$ cat src/rtl/serial_arith_pkg.sv
// Shared types for the bit-serial arithmetic block: FSM state encoding and operation codes.
package serial_arith_pkg;

  typedef enum logic [1:0] {
    IDLE = 2'd0,
    RUN  = 2'd1,
    DONE = 2'd2
  } state_e;

  localparam logic OP_ADD = 1'b0;
  localparam logic OP_SUB = 1'b1;

endpackage

$ cat src/rtl/serial_add_sub_if.sv
// Request/result bundle for serial_add_sub; master issues operands, slave returns the result.
interface serial_add_sub_if #(
  parameter int WIDTH = 8
);
  logic             start;
  logic             sub;
  logic [WIDTH-1:0] a;
  logic [WIDTH-1:0] b;
  logic             busy;
  logic             done;
  logic [WIDTH-1:0] result;
  logic             cout;
  logic             overflow;

  modport master (
    output start, sub, a, b,
    input  busy, done, result, cout, overflow
  );

  modport slave (
    input  start, sub, a, b,
    output busy, done, result, cout, overflow
  );
endinterface

$ cat src/rtl/full_adder_bit.sv
// One-bit full adder: the single arithmetic slice reused every cycle by serial_add_sub.
module full_adder_bit (
  input  logic a,
  input  logic b,
  input  logic cin,
  output logic sum,
  output logic cout
);

  assign sum  = a ^ b ^ cin;
  assign cout = (a & b) | (a & cin) | (b & cin);

endmodule

$ cat src/rtl/serial_add_sub.sv
// Bit-serial adder/subtractor: one operand bit per clock, LSB first, through a single
// full-adder slice with a registered carry; result, carry-out and overflow land with done.
module serial_add_sub
  import serial_arith_pkg::*;
#(
  parameter  int WIDTH = 8,
  localparam int CNT_W = $clog2(WIDTH + 1)
) (
  input logic              clk,
  input logic              rst_n,
  serial_add_sub_if.slave  bus
);

  localparam logic [CNT_W-1:0] LAST_BIT = CNT_W'(WIDTH - 1);

  state_e           state;
  logic [WIDTH-1:0] a_sh;
  logic [WIDTH-1:0] b_sh;
  logic [WIDTH-1:0] acc;
  logic [CNT_W-1:0] cnt;
  logic             carry;
  logic             s;
  logic             c;

  full_adder_bit u_slice (
    .a    (a_sh[0]),
    .b    (b_sh[0]),
    .cin  (carry),
    .sum  (s),
    .cout (c)
  );

  always_ff @(posedge clk or negedge rst_n) begin
    if (!rst_n) begin
      state        <= IDLE;
      a_sh         <= '0;
      b_sh         <= '0;
      acc          <= '0;
      cnt          <= '0;
      carry        <= 1'b0;
      bus.busy     <= 1'b0;
      bus.done     <= 1'b0;
      bus.result   <= '0;
      bus.cout     <= 1'b0;
      bus.overflow <= 1'b0;
    end else begin
      bus.done <= 1'b0;
      case (state)
        IDLE, DONE: begin
          if (bus.start) begin
            // Subtraction is a + ~b + 1: the +1 enters as the initial carry.
            a_sh     <= bus.a;
            b_sh     <= (bus.sub == OP_SUB) ? ~bus.b : bus.b;
            carry    <= (bus.sub == OP_SUB);
            cnt      <= '0;
            acc      <= '0;
            bus.busy <= 1'b1;
            state    <= RUN;
          end else begin
            state <= IDLE;
          end
        end
        RUN: begin
          acc   <= {s, acc[WIDTH-1:1]};
          a_sh  <= {1'b0, a_sh[WIDTH-1:1]};
          b_sh  <= {1'b0, b_sh[WIDTH-1:1]};
          carry <= c;
          cnt   <= cnt + 1'b1;
          if (cnt == LAST_BIT) begin
            // carry still holds the carry into the MSB while c is the carry out of it.
            bus.result   <= {s, acc[WIDTH-1:1]};
            bus.cout     <= c;
            bus.overflow <= carry ^ c;
            bus.done     <= 1'b1;
            bus.busy     <= 1'b0;
            state        <= DONE;
          end
        end
        default: state <= IDLE;
      endcase
    end
  end

endmodule

$ cat src/flat_wrapper.sv
// flat-port wrapper written by rule: the top's interface ports become plain ports
module serial_add_sub_flat import serial_arith_pkg::*;
#(
  parameter  int WIDTH = 8,
  localparam int CNT_W = $clog2(WIDTH + 1)
)
  (clk, rst_n, bus_start, bus_sub, bus_a, bus_b, bus_busy, bus_done, bus_result, bus_cout, bus_overflow);
  serial_add_sub_if #(.WIDTH(WIDTH)) bus_i ();
  input logic clk;
  input logic rst_n;
  input wire logic [$bits(bus_i.start)-1:0] bus_start;
  input wire logic [$bits(bus_i.sub)-1:0] bus_sub;
  input wire logic [$bits(bus_i.a)-1:0] bus_a;
  input wire logic [$bits(bus_i.b)-1:0] bus_b;
  output wire logic [$bits(bus_i.busy)-1:0] bus_busy;
  output wire logic [$bits(bus_i.done)-1:0] bus_done;
  output wire logic [$bits(bus_i.result)-1:0] bus_result;
  output wire logic [$bits(bus_i.cout)-1:0] bus_cout;
  output wire logic [$bits(bus_i.overflow)-1:0] bus_overflow;
  assign bus_i.start = bus_start;
  assign bus_i.sub = bus_sub;
  assign bus_i.a = bus_a;
  assign bus_i.b = bus_b;
  assign bus_busy = bus_i.busy;
  assign bus_done = bus_i.done;
  assign bus_result = bus_i.result;
  assign bus_cout = bus_i.cout;
  assign bus_overflow = bus_i.overflow;
  serial_add_sub #(.WIDTH(WIDTH)) u_core (.clk(clk), .rst_n(rst_n), .bus(bus_i));
endmodule
$ cat config.mk
export PLATFORM = sky130hd
export DESIGN_NAME = serial_add_sub_flat
export DESIGN_NICKNAME = d
export VERILOG_FILES = /design/src/rtl/serial_arith_pkg.sv /design/src/rtl/serial_add_sub_if.sv /design/src/rtl/full_adder_bit.sv /design/src/rtl/serial_add_sub.sv /design/src/flat_wrapper.sv
export SDC_FILE = /design/constraint.sdc
export NUM_CORES = 1
export LEC_CHECK = 0
export ABC_AREA = 1
export CAP_MARGIN = 30
export CELL_PAD_IN_SITES_DETAIL_PLACEMENT = 1
export CELL_PAD_IN_SITES_GLOBAL_PLACEMENT = 1
export CORE_MARGIN = 8
export CORE_UTILIZATION = 35
export DETAILED_ROUTE_END_ITERATION = 16
export GPL_ROUTABILITY_DRIVEN = 0
export GPL_TIMING_DRIVEN = 0
export PLACE_DENSITY = 0.8
export SLEW_MARGIN = 0
export SYNTH_ARGS = -nofsm -noshare
export SYNTH_HDL_FRONTEND = slang
export SYNTH_SLANG_ARGS = --single-unit
$ cat constraint.sdc
create_clock -name clk -period 1.2 [get_ports clk]
set_clock_uncertainty 0.1 [all_clocks]
set_input_delay 0.24 -clock clk [delete_from_list [all_inputs] [get_ports clk]]
set_output_delay 0.24 -clock clk [all_outputs]
set_load 0.02 [all_outputs]
Word level (Yosys, flattened, before mapping) --
Index checks and enable logic that the tools add are counted.
Storage, ports and cells: flip-flop bits (word level) 43, input bits 20, output and inout port bits 12, logic and storage cells 51
Operators by class: add/subtract/negate cells 1, equality and inequality tests 5, mux-type cells 19, bitwise logic cells 9, reductions and logical operators 6
Operator list (number):
- $pmux 8 s2 | 3
- $mux 8 | 4
- $not 8->8 | 1
- $pmux 4 s2 | 1
- $mux 1 | 6
- $add 4x1->4 const B | 1
- $eq 4x3->1 const B | 1
- $mux 4 | 1
- $pmux 1 s2 | 2
- $pmux 2 s2 | 1
- $reduce_and 2->1 | 2
- $and 1x1->1 | 3
- $reduce_and 3->1 | 1
- $xor 1x1->1 | 3
- $eq 2x1->1 const B | 1
- $eq 2x2->1 const B | 1
- $logic_not 2->1 | 1
- $mux 2 | 1
- $ne 2x1->1 const B | 1
- $ne 2x2->1 const B | 1
- $or 1x1->1 | 2
- $reduce_bool 2->1 | 1
- $reduce_or 2->1 | 1

Logic depth before layout (Yosys ltp) --
depth in word-level cells 4, depth in mapped cells 7, depth with buffers taken out 6

Modules after synthesis --
Synthesis repeated with hierarchy kept, for this count alone.
Unflattened totals: cell total of the unflattened synthesis 232, area total of the unflattened synthesis 1886.8 um^2
By module, submodules not included:
- serial_add_sub | instances 1, cells each 231, area an instance 1866.8 um^2, sequential area each 1051.0 um^2
- full_adder_bit | instances 1, cells each 1, area an instance 20.0 um^2, sequential area each 0.0 um^2

Worst setup path before layout --
No wires, ideal clock.
path kind reg2reg, start register u_core.cnt[0], end register u_core.bus.busy, library setup time 0.120 ns, arrival 1.090 ns, data required time 0.980 ns, setup slack -0.111 ns, stages on the path, launching flop included 8, buffers on the path 1, clock period less this slack 1.311 ns, path through dfrtp_1 ha_1 nand2_1 nor2_1 nand2_1 buf_2 nand2_1 nand2_1
On the way: word-level cells in the longest chain between the ends 3
RTL lines:
- start: declaration | line serial_add_sub.sv:20 | logic [CNT_W-1:0] cnt;
- start signal: assignment | line serial_add_sub.sv:68 | cnt <= cnt + 1'b1;
- $eq 4x3->1 | line serial_add_sub.sv:69 | if (cnt == LAST_BIT) begin
- $ne 2x1->1 (no source line)
- $reduce_and 3->1 (no source line)
- end signal: assignment | line serial_add_sub.sv:41 | bus.busy <= 1'b0;
- end signal: assignment | line serial_add_sub.sv:57 | bus.busy <= 1'b1;
- end signal: assignment | line serial_add_sub.sv:75 | bus.busy <= 1'b0;
- end: declaration | line serial_add_sub_if.sv:22 | output busy, done, result, cout, overflow
No other way between the ends. A chain may end at the register's enable or synchronous reset.

Worst setup path after layout --
start register u_core.cnt[0], end register u_core.bus.result[2]
On the way: word-level cells in the longest chain between the ends 2
RTL lines:
- $eq 4x3->1 | line serial_add_sub.sv:69
- $reduce_and 2->1 (no source line)
- end signal: assignment | line serial_add_sub.sv:71 | bus.result <= {s, acc[WIDTH-1:1]};
- end: declaration | line serial_add_sub_if.sv:22
No other way between the ends.

==> reports/summary.md <==
The run finished, with violations left. The checks that failed: negative setup slack. Data arrives at the worst endpoint at 1410 ps. For this design, the slowest cell found on the critical path is dfrtp_1. The number of port buffers was 31. The area added between synthesis and finish is 45.6%. In the layout the commonest cells are nand2_1, dfrtp_1, nand3_1, nand2_2, buf_6.

The tools report the area of the die as 8060 sq um. Setup repair after global routing could not meet its margin everywhere. The tools report the library cell used as clock root buffer as clkbuf_8. The minimum period implied by the final worst setup slack works out to 1320 ps. By area the synthesized netlist is led by dfrtp_1, nand2_1, nand3_1, inv_1, buf_2. The maximum single-stage delay on the critical path is 400 ps, and the total clock buffers created by CTS is 5. The core region is 5370 sq um.

In this run the power density over the cells is 2480 nW/um^2. The tools report the via count of the first global-routing pass as 1,826. TritonCTS built the clock tree. The run gives 790 uV as the peak supply drop.

The number of remaining DRC errors is 0, and the global router's overall resource usage is 12.9%. After layout, the worst path uses 110% of the clock period. Dividing the detail-routed wire length by the instance count gives 14.2 microns.

For the number of max-capacitance violations reported, the log shows 0. Clock-pin slew was measured on the worst setup and hold paths at 80 ps. The count of buffer and inverter cells on the critical path works out to 1. The worst setup path is launched from a register.

The number of sinks handled by clock tree synthesis came out at 42. The path class of the lowest-slack min-delay path is in -> async. In this run the cell area of the synthesized design comes to 1910 sq um. Number of placed I/O pins: 32. In this run the static leakage power is 1.44 nW.

Setup violations remaining at the end of the flow were counted as 29. CTS built an H-tree with a depth of 2. Data required time at the worst endpoint: 1290 ps. The biggest area contributor in the post-synthesis netlist is dfrtp_1. After detailed routing, the number of vias per cell comes to 4.72. Traced cell by cell, the critical path runs through ha_4 > nand2_4 > nor2_4 > nand2_4 > buf_6 > nand2_2 > nand2_2. For the worst-skew pair, the clock arrives at the later sink with an insertion delay of 300 ps. Row generation in the floorplan step produced 27 rows. The total count of max-transition violations in the final report was 0. Start-to-end type of the worst setup path: reg -> reg.

For this configuration, the core starts out at a cell density of 35.5%. The highest clock rate was 759 MHz. The pin slew with the least headroom to its limit was 533 ps. The die is 89.8 microns wide. The average instance in the mapped netlist occupies 8.07 sq um. The number of buffers between clock root and the deepest sink is 2. The library cell used most frequently in the layout, excluding fill and tap cells, is nand2_1.

The pin count of the biggest net entering global routing was 23. The fraction of final layout cells sized beyond drive strength 1 was 35.6%. Wires add up to 5160 microns.

Across all layers, the routed design uses 1,717 vias. The repair_antennas step left the layout with diodes totalling 0. Slack of the critical path: -118 ps.

The run gives 236 as the post-synthesis instance total. Summing the sequential cell areas from Yosys gives 55.2% of the chip area. The largest delay contributor family on the critical path is flip-flops.

The relative slew slack is 64.5%. For the count of endpoints failing hold in the final timing report, the log shows 0. The die outline height is 89.8 microns. The final layout contains 314 nets. The post-layout total power is 6.89 mW, and the share of the core filled with cells in the final layout is 51.7%. The synthesized netlist net count was 258; the total overflow reported by the global router was 0. The share of the synthesized area in the top cell type is 55.2%, and the number of detailed-route iterations in the first pass is 4.

The worst setup path is captured at a register. Of all nets on the critical path, the largest fanout is 5. In this run, synthesis produced a sequential element count of 42. The distinct cell type count after synthesis came out at 18. Yosys printed 0 warnings.

The tools report the wire length of the first global-routing pass as 8520 microns. The half-perimeter wire length after detailed placement is 3260 microns, and the first-iteration detailed-routing DRC count is 84. Remaining number of nets flagged by the antenna check after routing: 0. For the number of antenna violations at the first check in global routing, the log shows 0.
[per-layer routing]
layer | up-vias | global-route usage (%) | wire length, microns
met5 | - | 0 | 0
met4 | 0 | 5.08 | 78
met3 | 7 | 3.49 | 197
met2 | 32 | 22.9 | 2750
met1 | 832 | 14.3 | 2130
li1 | 846 | - | -
[cell families (layout without fill, tap and decap cells)]
kind of cell    Yosys count  count (layout)  synth area share [%]
flops                    42              42                  55.2
xor+xnor                  1               1                 0.460
compound gates            9               9                  2.76
fa+ha+maj                 2               2                  1.71
buf+inv                  34              90                  7.49
simple gates            148             148                  32.4
[path summary, 6_finish.rpt]
kind	startpoint	end	slack [ps]	cells past startpoint
setup reg to reg	u_core.cnt[0]	u_core.bus.result[2]	-120	7
max in group asynchronous	rst_n	u_core.state[0]	150	3
hold / removal	rst_n	u_core.state[1]	350	2
setup / recovery	u_core.cnt[0]	u_core.bus.result[2]	-120	7
min in group clk	u_core.bus.result[0]	u_core.bus.result[0]	370	2
hold reg to reg	u_core.bus.result[0]	u_core.bus.result[0]	370	2
[what timing repair did]
item | CTS | global route
endpoints found under the setup margin | 48 | 45
hold buffers | 1 | 0
hold endpoints to repair | 20 | 0
pin swaps | 11 | 9
resized for setup | 96 | 46
setup buffers | 9 | 6
cloned | 2 | 0
[power breakdown]
group,switching (mW),total [mW],leakage (nW),internal [mW]
sequential,0.468,2.53,0.525,2.06
combinational,1.92,3.50,0.868,1.59
clock,0.471,0.862,0.0438,0.391
[final cells by class]
cell class                      count  area (sq um)
Inverter                           24          92.6
Sequential cell                    42          1050
Buffer                              9          86.3
Timing Repair Buffer               50           470
Tap cell                           72          90.1
Clock buffer                        5          68.8
Fill cell                         635          2600
Multi-Input combinational cell    160           905
Clock inverter                      2          10.0
[cells in the mapped netlist (all sizes together)]
| cell type | n |
|---|---|
| a21oi | 1 |
| buf | 10 |
| dfrtp | 42 |
| fa | 1 |
| ha | 1 |
| inv | 24 |
| nand2 | 101 |
| nand3 | 32 |
| nand4 | 1 |
| nor2 | 8 |
| o21ai | 2 |
| o22ai | 6 |
| or2 | 6 |
| xor2 | 1 |
[state kept, by name (all words and copies together) (netlist names)]
signal and count:
u_core.state 2, u_core.bus.overflow 1, u_core.carry 1, u_core.cnt 4
u_core.acc 7, u_core.bus.done 1, u_core.b_sh 8, u_core.bus.result 8
u_core.bus.cout 1, u_core.a_sh 8, u_core.bus.busy 1
[stage by stage]
stage | setup slack (ps) | TNS [ps] | hold slack [ps] | std cells | area, sq um
5_1_grt | -183 | -3790 | 383 | 364 | 2780
6_report | -118 | -2110 | 351 | 364 | 2780
3_5_place_dp | -547 | -15890 | 145 | 340 | 2340
3_3_place_gp | -1270 | -67770 | 354 | 339 | 2310
2_1_floorplan | -107 | -976 | -156 | 236 | 1910
4_1_cts | -91.3 | -1310 | 357 | 358 | 2580
Power figures use the tool's default switching activity.
